File: config.mk
export PLATFORM = sky130hd
export DESIGN_NAME = oled_msg_arbiter
export DESIGN_NICKNAME = d
export VERILOG_FILES = /design/src/rtl/oled_arb_pkg.sv /design/src/rtl/oled_rr_pick.sv /design/src/rtl/oled_msg_arbiter.sv
export SDC_FILE = /design/constraint.sdc
export NUM_CORES = 1
export LEC_CHECK = 0
export ABC_AREA = 1
export CORE_MARGIN = 5
export CORE_UTILIZATION = 35
export DETAILED_ROUTE_END_ITERATION = 12
export SLEW_MARGIN = 10
export SYNTH_ARGS = -nofsm -noshare
export SYNTH_HDL_FRONTEND = slang
export SYNTH_HIERARCHICAL = 1
export SYNTH_SLANG_ARGS = --single-unit
File: constraint.sdc
create_clock -name clock -period 3.03 [get_ports clock]
set_clock_uncertainty 0.2 [all_clocks]
set_input_delay 0.606 -clock clock [delete_from_list [all_inputs] [get_ports clock]]
set_output_delay 0.606 -clock clock [all_outputs]
set_load 0.02 [all_outputs]
File: src/rtl/oled_arb_pkg.sv
// ---------------------------------------------------------------------------
// oled_arb_pkg
//   Shared types and constants for the OLED message arbiter slice.
//   DATA_W    : width of one byte on the oledControl port
//   N_REQ_MAX : largest supported requester count
//   IDX_W     : width of a requester index (sized for N_REQ_MAX)
//   state_t   : arbiter FSM states (ARB, SEND, RELEASE, HOLD)
// ---------------------------------------------------------------------------
package oled_arb_pkg;

    localparam int unsigned DATA_W    = 8;
    localparam int unsigned N_REQ_MAX = 8;
    localparam int unsigned IDX_W     = $clog2(N_REQ_MAX);

    typedef enum logic [1:0] {
        ARB     = 2'd0,
        SEND    = 2'd1,
        RELEASE = 2'd2,
        HOLD    = 2'd3
    } state_t;

endpackage

File: src/rtl/oled_rr_pick.sv
// ---------------------------------------------------------------------------
// oled_rr_pick
//   Combinational round-robin picker: returns the first set request bit
//   found scanning upward from ptr_i, wrapping N_REQ-1 -> 0.
// Ports
//   req_i    in  N_REQ  request vector
//   ptr_i    in  IDX_W  scan start index (must be < N_REQ)
//   onehot_o out N_REQ  one-hot winner, zero when no request
//   idx_o    out IDX_W  winner index, zero when no request
//   any_o    out 1      at least one request present
// ---------------------------------------------------------------------------
module oled_rr_pick
    import oled_arb_pkg::*;
#(
    parameter int unsigned N_REQ = 4
) (
    input  logic [N_REQ-1:0] req_i,
    input  logic [IDX_W-1:0] ptr_i,
    output logic [N_REQ-1:0] onehot_o,
    output logic [IDX_W-1:0] idx_o,
    output logic             any_o
);

    always_comb begin
        int unsigned      c;
        logic [N_REQ-1:0] sh;
        c        = 0;
        sh       = '0;
        onehot_o = '0;
        idx_o    = '0;
        any_o    = 1'b0;
        for (int unsigned k = 0; k < N_REQ; k++) begin
            c = 32'(ptr_i) + k;
            if (c >= N_REQ) begin
                c = c - N_REQ;
            end
            sh = req_i >> c;
            if (!any_o && sh[0]) begin
                any_o    = 1'b1;
                idx_o    = c[IDX_W-1:0];
                onehot_o = N_REQ'(1) << c;
            end
        end
    end

endmodule

File: src/rtl/oled_msg_arbiter.sv
// ---------------------------------------------------------------------------
// oled_msg_arbiter
//   Round-robin arbiter sharing the oledControl byte port among N_REQ text
//   sources. Whole messages are granted: the owner keeps the port from its
//   first byte through the byte flagged req_last. 4-phase handshake toward
//   oledControl (valid up -> done up -> valid down -> done down).
// Ports
//   clock, reset        100MHz clock, synchronous active-high reset
//   req_valid/req_last  per-requester byte pending / byte ends message
//   req_data            byte of requester i at [8*i+7:8*i]
//   req_ready           1-cycle pulse when requester i's byte is fully sent
//   grant, busy         one-hot current owner; busy = grant != 0
//   timeout_err         1-cycle pulse on forced release of an idle owner
//   sendData/sendDataValid/sendDone  oledControl byte port
// Configuration
//   OLED_ARB_TIMEOUT_EN : when defined, an owner idle in HOLD for
//   TIMEOUT_CYCLES cycles is forcibly released; otherwise HOLD waits forever.
// ---------------------------------------------------------------------------
module oled_msg_arbiter
    import oled_arb_pkg::*;
#(
    parameter int unsigned N_REQ          = 4,
    parameter int unsigned TIMEOUT_CYCLES = 1024
) (
    input  logic                    clock,
    input  logic                    reset,
    input  logic [N_REQ-1:0]        req_valid,
    input  logic [DATA_W*N_REQ-1:0] req_data,
    input  logic [N_REQ-1:0]        req_last,
    output logic [N_REQ-1:0]        req_ready,
    output logic [N_REQ-1:0]        grant,
    output logic                    busy,
    output logic                    timeout_err,
    output logic [DATA_W-1:0]       sendData,
    output logic                    sendDataValid,
    input  logic                    sendDone
);

    state_t                  state_q, state_d;
    logic [N_REQ-1:0]        grant_q, grant_d;
    logic [N_REQ-1:0]        ready_q, ready_d;
    logic [IDX_W-1:0]        owner_q, owner_d;
    logic [IDX_W-1:0]        rr_q, rr_d;
    logic [DATA_W-1:0]       data_q, data_d;
    logic                    valid_q, valid_d;
    logic                    last_q, last_d;
    logic                    msg_end_q, msg_end_d;
    logic                    busy_q;

    logic [N_REQ-1:0]        pick_onehot;
    logic [IDX_W-1:0]        pick_idx;
    logic                    pick_any;
    logic [IDX_W-1:0]        lidx;
    logic [IDX_W-1:0]        next_ptr;
    logic [DATA_W*N_REQ-1:0] data_vec;
    logic [N_REQ-1:0]        last_vec;
    logic                    owner_valid;

`ifdef OLED_ARB_TIMEOUT_EN
    localparam int unsigned CNT_W = $clog2(TIMEOUT_CYCLES + 1);
    logic [CNT_W-1:0] cnt_q, cnt_d;
    logic             tmo_q, tmo_d;
`endif

    oled_rr_pick #(.N_REQ(N_REQ)) u_pick (
        .req_i    (req_valid),
        .ptr_i    (rr_q),
        .onehot_o (pick_onehot),
        .idx_o    (pick_idx),
        .any_o    (pick_any)
    );

    // Launch source: round-robin winner in ARB, the locked owner in HOLD.
    assign lidx        = (state_q == HOLD) ? owner_q : pick_idx;
    assign data_vec    = req_data >> (DATA_W * 32'(lidx));
    assign last_vec    = req_last >> lidx;
    assign owner_valid = |(req_valid & grant_q);
    assign next_ptr    = (owner_q == IDX_W'(N_REQ - 1)) ? '0 : owner_q + IDX_W'(1);

    always_comb begin
        state_d   = state_q;
        grant_d   = grant_q;
        owner_d   = owner_q;
        rr_d      = rr_q;
        data_d    = data_q;
        valid_d   = valid_q;
        last_d    = last_q;
        msg_end_d = msg_end_q;
        ready_d   = '0;
`ifdef OLED_ARB_TIMEOUT_EN
        cnt_d     = cnt_q;
        tmo_d     = 1'b0;
`endif
        case (state_q)
            ARB: begin
                if (pick_any && !sendDone) begin
                    grant_d = pick_onehot;
                    owner_d = pick_idx;
                    data_d  = data_vec[DATA_W-1:0];
                    last_d  = last_vec[0];
                    valid_d = 1'b1;
                    state_d = SEND;
                end
            end
            SEND: begin
                if (sendDone) begin
                    valid_d   = 1'b0;
                    ready_d   = grant_q;
                    msg_end_d = last_q;
                    state_d   = RELEASE;
                end
            end
            RELEASE: begin
                if (!sendDone) begin
                    if (msg_end_q) begin
                        grant_d = '0;
                        rr_d    = next_ptr;
                        state_d = ARB;
                    end else begin
`ifdef OLED_ARB_TIMEOUT_EN
                        cnt_d   = '0;
`endif
                        state_d = HOLD;
                    end
                end
            end
            HOLD: begin
                if (owner_valid && !sendDone) begin
                    data_d  = data_vec[DATA_W-1:0];
                    last_d  = last_vec[0];
                    valid_d = 1'b1;
                    state_d = SEND;
                end
`ifdef OLED_ARB_TIMEOUT_EN
                else if (cnt_q == CNT_W'(TIMEOUT_CYCLES - 1)) begin
                    tmo_d   = 1'b1;
                    grant_d = '0;
                    rr_d    = next_ptr;
                    state_d = ARB;
                end else begin
                    cnt_d = cnt_q + CNT_W'(1);
                end
`endif
            end
            default: state_d = ARB;
        endcase
    end

    always_ff @(posedge clock) begin
        if (reset) begin
            state_q   <= ARB;
            grant_q   <= '0;
            owner_q   <= '0;
            rr_q      <= '0;
            data_q    <= '0;
            valid_q   <= 1'b0;
            last_q    <= 1'b0;
            msg_end_q <= 1'b0;
            ready_q   <= '0;
            busy_q    <= 1'b0;
`ifdef OLED_ARB_TIMEOUT_EN
            cnt_q     <= '0;
            tmo_q     <= 1'b0;
`endif
        end else begin
            state_q   <= state_d;
            grant_q   <= grant_d;
            owner_q   <= owner_d;
            rr_q      <= rr_d;
            data_q    <= data_d;
            valid_q   <= valid_d;
            last_q    <= last_d;
            msg_end_q <= msg_end_d;
            ready_q   <= ready_d;
            busy_q    <= |grant_d;
`ifdef OLED_ARB_TIMEOUT_EN
            cnt_q     <= cnt_d;
            tmo_q     <= tmo_d;
`endif
        end
    end

    assign sendData      = data_q;
    assign sendDataValid = valid_q;
    assign req_ready     = ready_q;
    assign grant         = grant_q;
    assign busy          = busy_q;
`ifdef OLED_ARB_TIMEOUT_EN
    assign timeout_err   = tmo_q;
`else
    // No watchdog in this build: HOLD waits for the owner indefinitely.
    assign timeout_err   = (TIMEOUT_CYCLES == 0) && 1'b0;
`endif

endmodule

==> results of run 1 <==
## power by group through the flow
stage,clock [W],sequential [W],combinational (W)
2_1_floorplan,0,0.000612,0.000713
3_3_place_gp,0,0.000542,0.00113
3_5_place_dp,0,0.000542,0.00114
4_1_cts,0.000300,0.000535,0.00115
5_1_grt,0.000319,0.000548,0.00130
6_report,0.000291,0.000533,0.00114
## cell type report
class	instances	area (um2)	share of cell area (%)
Multi-Input combinational cell	283	1490	46.3
Timing Repair Buffer	65	651	20.2
Sequential cell	28	561	17.4
Inverter	85	323	10.0
Tap cell	96	120	3.74
Clock buffer	3	41.3	1.29
Clock inverter	1	30.0	0.935
## cells in the final DEF (no fill, tap or decap), drive strengths merged
master / netlist / final
nand2: 134 / 134
inv: 83 / 83
clkdlybuf4s50: 0 / 60
nand3: 55 / 55
nor2: 37 / 37
dfxtp: 28 / 28
a21oi: 19 / 19
ha: 12 / 12
o21ai: 12 / 12
nand4: 8 / 8
buf: 8 / 5
clkbuf: 1 / 3
a211oi: 2 / 2
conb: 2 / 2
clkinv: 2 / 2
o21a: 1 / 1
bufinv: 0 / 1
nand3b: 1 / 1
## Yosys cell counts (2+ instances only)
library cell | number | area share [%]
nand2_1 | 119 | 18
inv_1 | 76 | 12
nand3_1 | 48 | 9.8
nor2_1 | 34 | 5.2
dfxtp_1 | 28 | 23
a21oi_1 | 17 | 3.5
ha_1 | 12 | 6.1
nand2_4 | 8 | 3.7
nand4_1 | 8 | 2.0
o21ai_0 | 8 | 1.6
nand2_2 | 7 | 1.8
inv_2 | 6 | 0.92
nand3_2 | 6 | 2.5
buf_6 | 5 | 2.3
a211oi_1 | 2 | 0.61
a21oi_2 | 2 | 0.71
buf_4 | 2 | 0.61
conb_1 | 2 | 0.31
nor2_4 | 2 | 0.92
o21ai_2 | 2 | 0.71
## routing by layer
metal | global-route usage [%] | wire [um] | vias to the layer above
met5 | 0 | 0 | -
met1 | 20.0 | 3060 | 1068
met2 | 21.8 | 2540 | 66
met4 | 3.01 | 56 | 0
met3 | 3.04 | 383 | 4
li1 | - | - | 1356
## cells by family (layout without fill, tap and decap cells)
family / count (synthesis) / after routing / share of synthesized area (%)
buffers and inverters: 94 / 154 / 16.4
adder cells (fa/ha/maj): 12 / 12 / 6.13
AO/OA/AOI/OAI: 34 / 34 / 8.32
other: 2 / 2 / 0.306
flip-flops: 28 / 28 / 22.9
AND/OR/NAND/NOR: 235 / 235 / 45.9
## worst max-delay path: stages
cell	delay, ns
clkdlybuf4s50_1	0.50
nand2_1	0.11
nand2_1	0.10
nand2_1	0.12
nand2_4	0.11
nor2_8	0.14
nand3_2	0.08
a21oi_2	0.23
nand2_4	0.12
nand2_4	0.16
nand2_1	0.07
nand3_1	0.08
nand2_1	0.06
a21oi_1	0.16
nor2_1	0.05
## final timing paths
path                   to  slack, ns  depth (start not counted)
max reg2reg        last_q       0.40                         18
min          req_ready[0]       0.27                          2
max           sendData[7]       0.31                         15
min reg2reg  req_ready[0]       0.27                          2
## per-stage QoR
| stage | util, % | setup WS, ns |
|---|---|---|
| final | 47.3 | 0.312 |
| after global routing | 47.3 | 0.0824 |
| after CTS | 47.3 | 0.311 |
| after detailed placement | 46.2 | 0.0315 |
| after global placement | 46.2 | 0.0686 |
| after floorplan | - | 0.436 |
## state kept, by name, summed over array words and instances (netlist names)
register / count
owner_q: 3
busy: 1
req_ready: 4
sendData: 8
last_q: 1
msg_end_q: 1
grant: 4
state_q: 2
sendDataValid: 1
rr_q: 3
==> results_dict.tcl, run 1 <==
set metrics [dict create \
    status "completed" \
    clock_path_buffers 2 \
    grt_first_pass_wirelength_um 10500 \
    vias 2494 \
    cts_root_buf "clkbuf_8" \
    drive_gt1_share_pct 10.1 \
    critPathCaptureType "flip-flop" \
    avgSynthCellArea_um2 6.05 \
    p_per_area_nw_per_um2 611 \
    core_um2 6790 \
    grt_pass1_vias 2324 \
    portBuffers 60 \
    synth_edf_count 0 \
    synth_ff_type "dfxtp_1" \
    die_width_um 93.7 \
    synth.yosys.seq_area_share_pct 22.9 \
    gp_congestion 0.813 \
    nets 521 \
    r2r-start "rr_q[0]" \
    p_seq_share_pct 27.2 \
    post_cts.repair.setup_buffers 0 \
    finalSetupTns_ns 0 \
    async_reset_ff_share_pct 0 \
    hold_viol 0 \
    tritoncts "built" \
    hpwl_um 4840 \
    clk_latency_ns 0.27 \
    setup_violations 0 \
    dr.first_iter.drc_count 168 \
    die_y_um 93.7 \
    viasPerCell 4.45 \
    rsz0062_at_grt "no" \
    row_count 30 \
    p_int_w 0.00113 \
    numClockSinks 28 \
    routed_wl_um 6030 \
    antenna_found_initial 0 \
    cts_hold_buf 0 \
    swShare_pct 42.6 \
    setup.worst_path.start_class "primary input" \
    power.leakage_nw 1.65 \
    slew_viol_final 0 \
    maxCapViolCount 0 \
    route.detailed.drc 0 \
    cts_resized 0 \
    hold_start "grant[0]" \
    timing.hold.ws_ns 0.272 \
    start_util_pct 36.1 \
    ir_worst_vdd_mv 0.269 \
    power_switching_w 0.000835 \
    grt-ovfl-total 0 \
    syn-num-nets 460 \
    layoutNonFillerInstCount 561 \
    synthCells 405 \
    syn2layout_area_growth_pct 31.1 \
    clkTransAtPathRegs_ns 0.10 \
    ys_ff_latch 28 \
    hp-class "reg2reg" \
    ant_nets 0 \
    min_period_ns 2.72 \
    critical_path_class "in2reg" \
    grt.total_usage_pct 14.1 \
    wl_per_cell_um 10.8 \
    cts_buffers 3 \
    first_pass_iters 4 \
    design_area_um2 3210 \
    fin_crit_sh_pct 89.7 \
    power.share.clock_pct 14.9 \
    grt_max_degree 18 \
    syn_area_um2 2450 \
    cp_max_fo 15 \
    combPwrFrac_pct 58.0 \
    yosys_warnings 6 \
    n_antenna_cell 0 \
    power.total_w 0.00196 \
    h-tree-depth 1 \
    n_fill_cell 723 \
    max_freq_mhz 368 \
    yosysUniqueCellTypes 31 \
    startpoint "req_valid[0]" \
    cp.required_ns 3.00 \
    placed_cell_area_um2 3140 \
    dp.cells 557 \
    arrival_ns 2.69 \
    die_area_um2 8780 \
    ios 62 \
]
No activity file was read; power rests on OpenSTA's default activity.
==> inputs of run 2 (changes only) <==
--- a/config.mk
+++ b/config.mk
@@ -9,7 +9,6 @@
 export CORE_MARGIN = 5
 export CORE_UTILIZATION = 35
 export DETAILED_ROUTE_END_ITERATION = 12
-export SLEW_MARGIN = 10
 export SYNTH_ARGS = -nofsm -noshare
 export SYNTH_HDL_FRONTEND = slang
 export SYNTH_HIERARCHICAL = 1
==> results of run 2 <==
The final DEF is identical to that of run 1; final timing and power are the same.
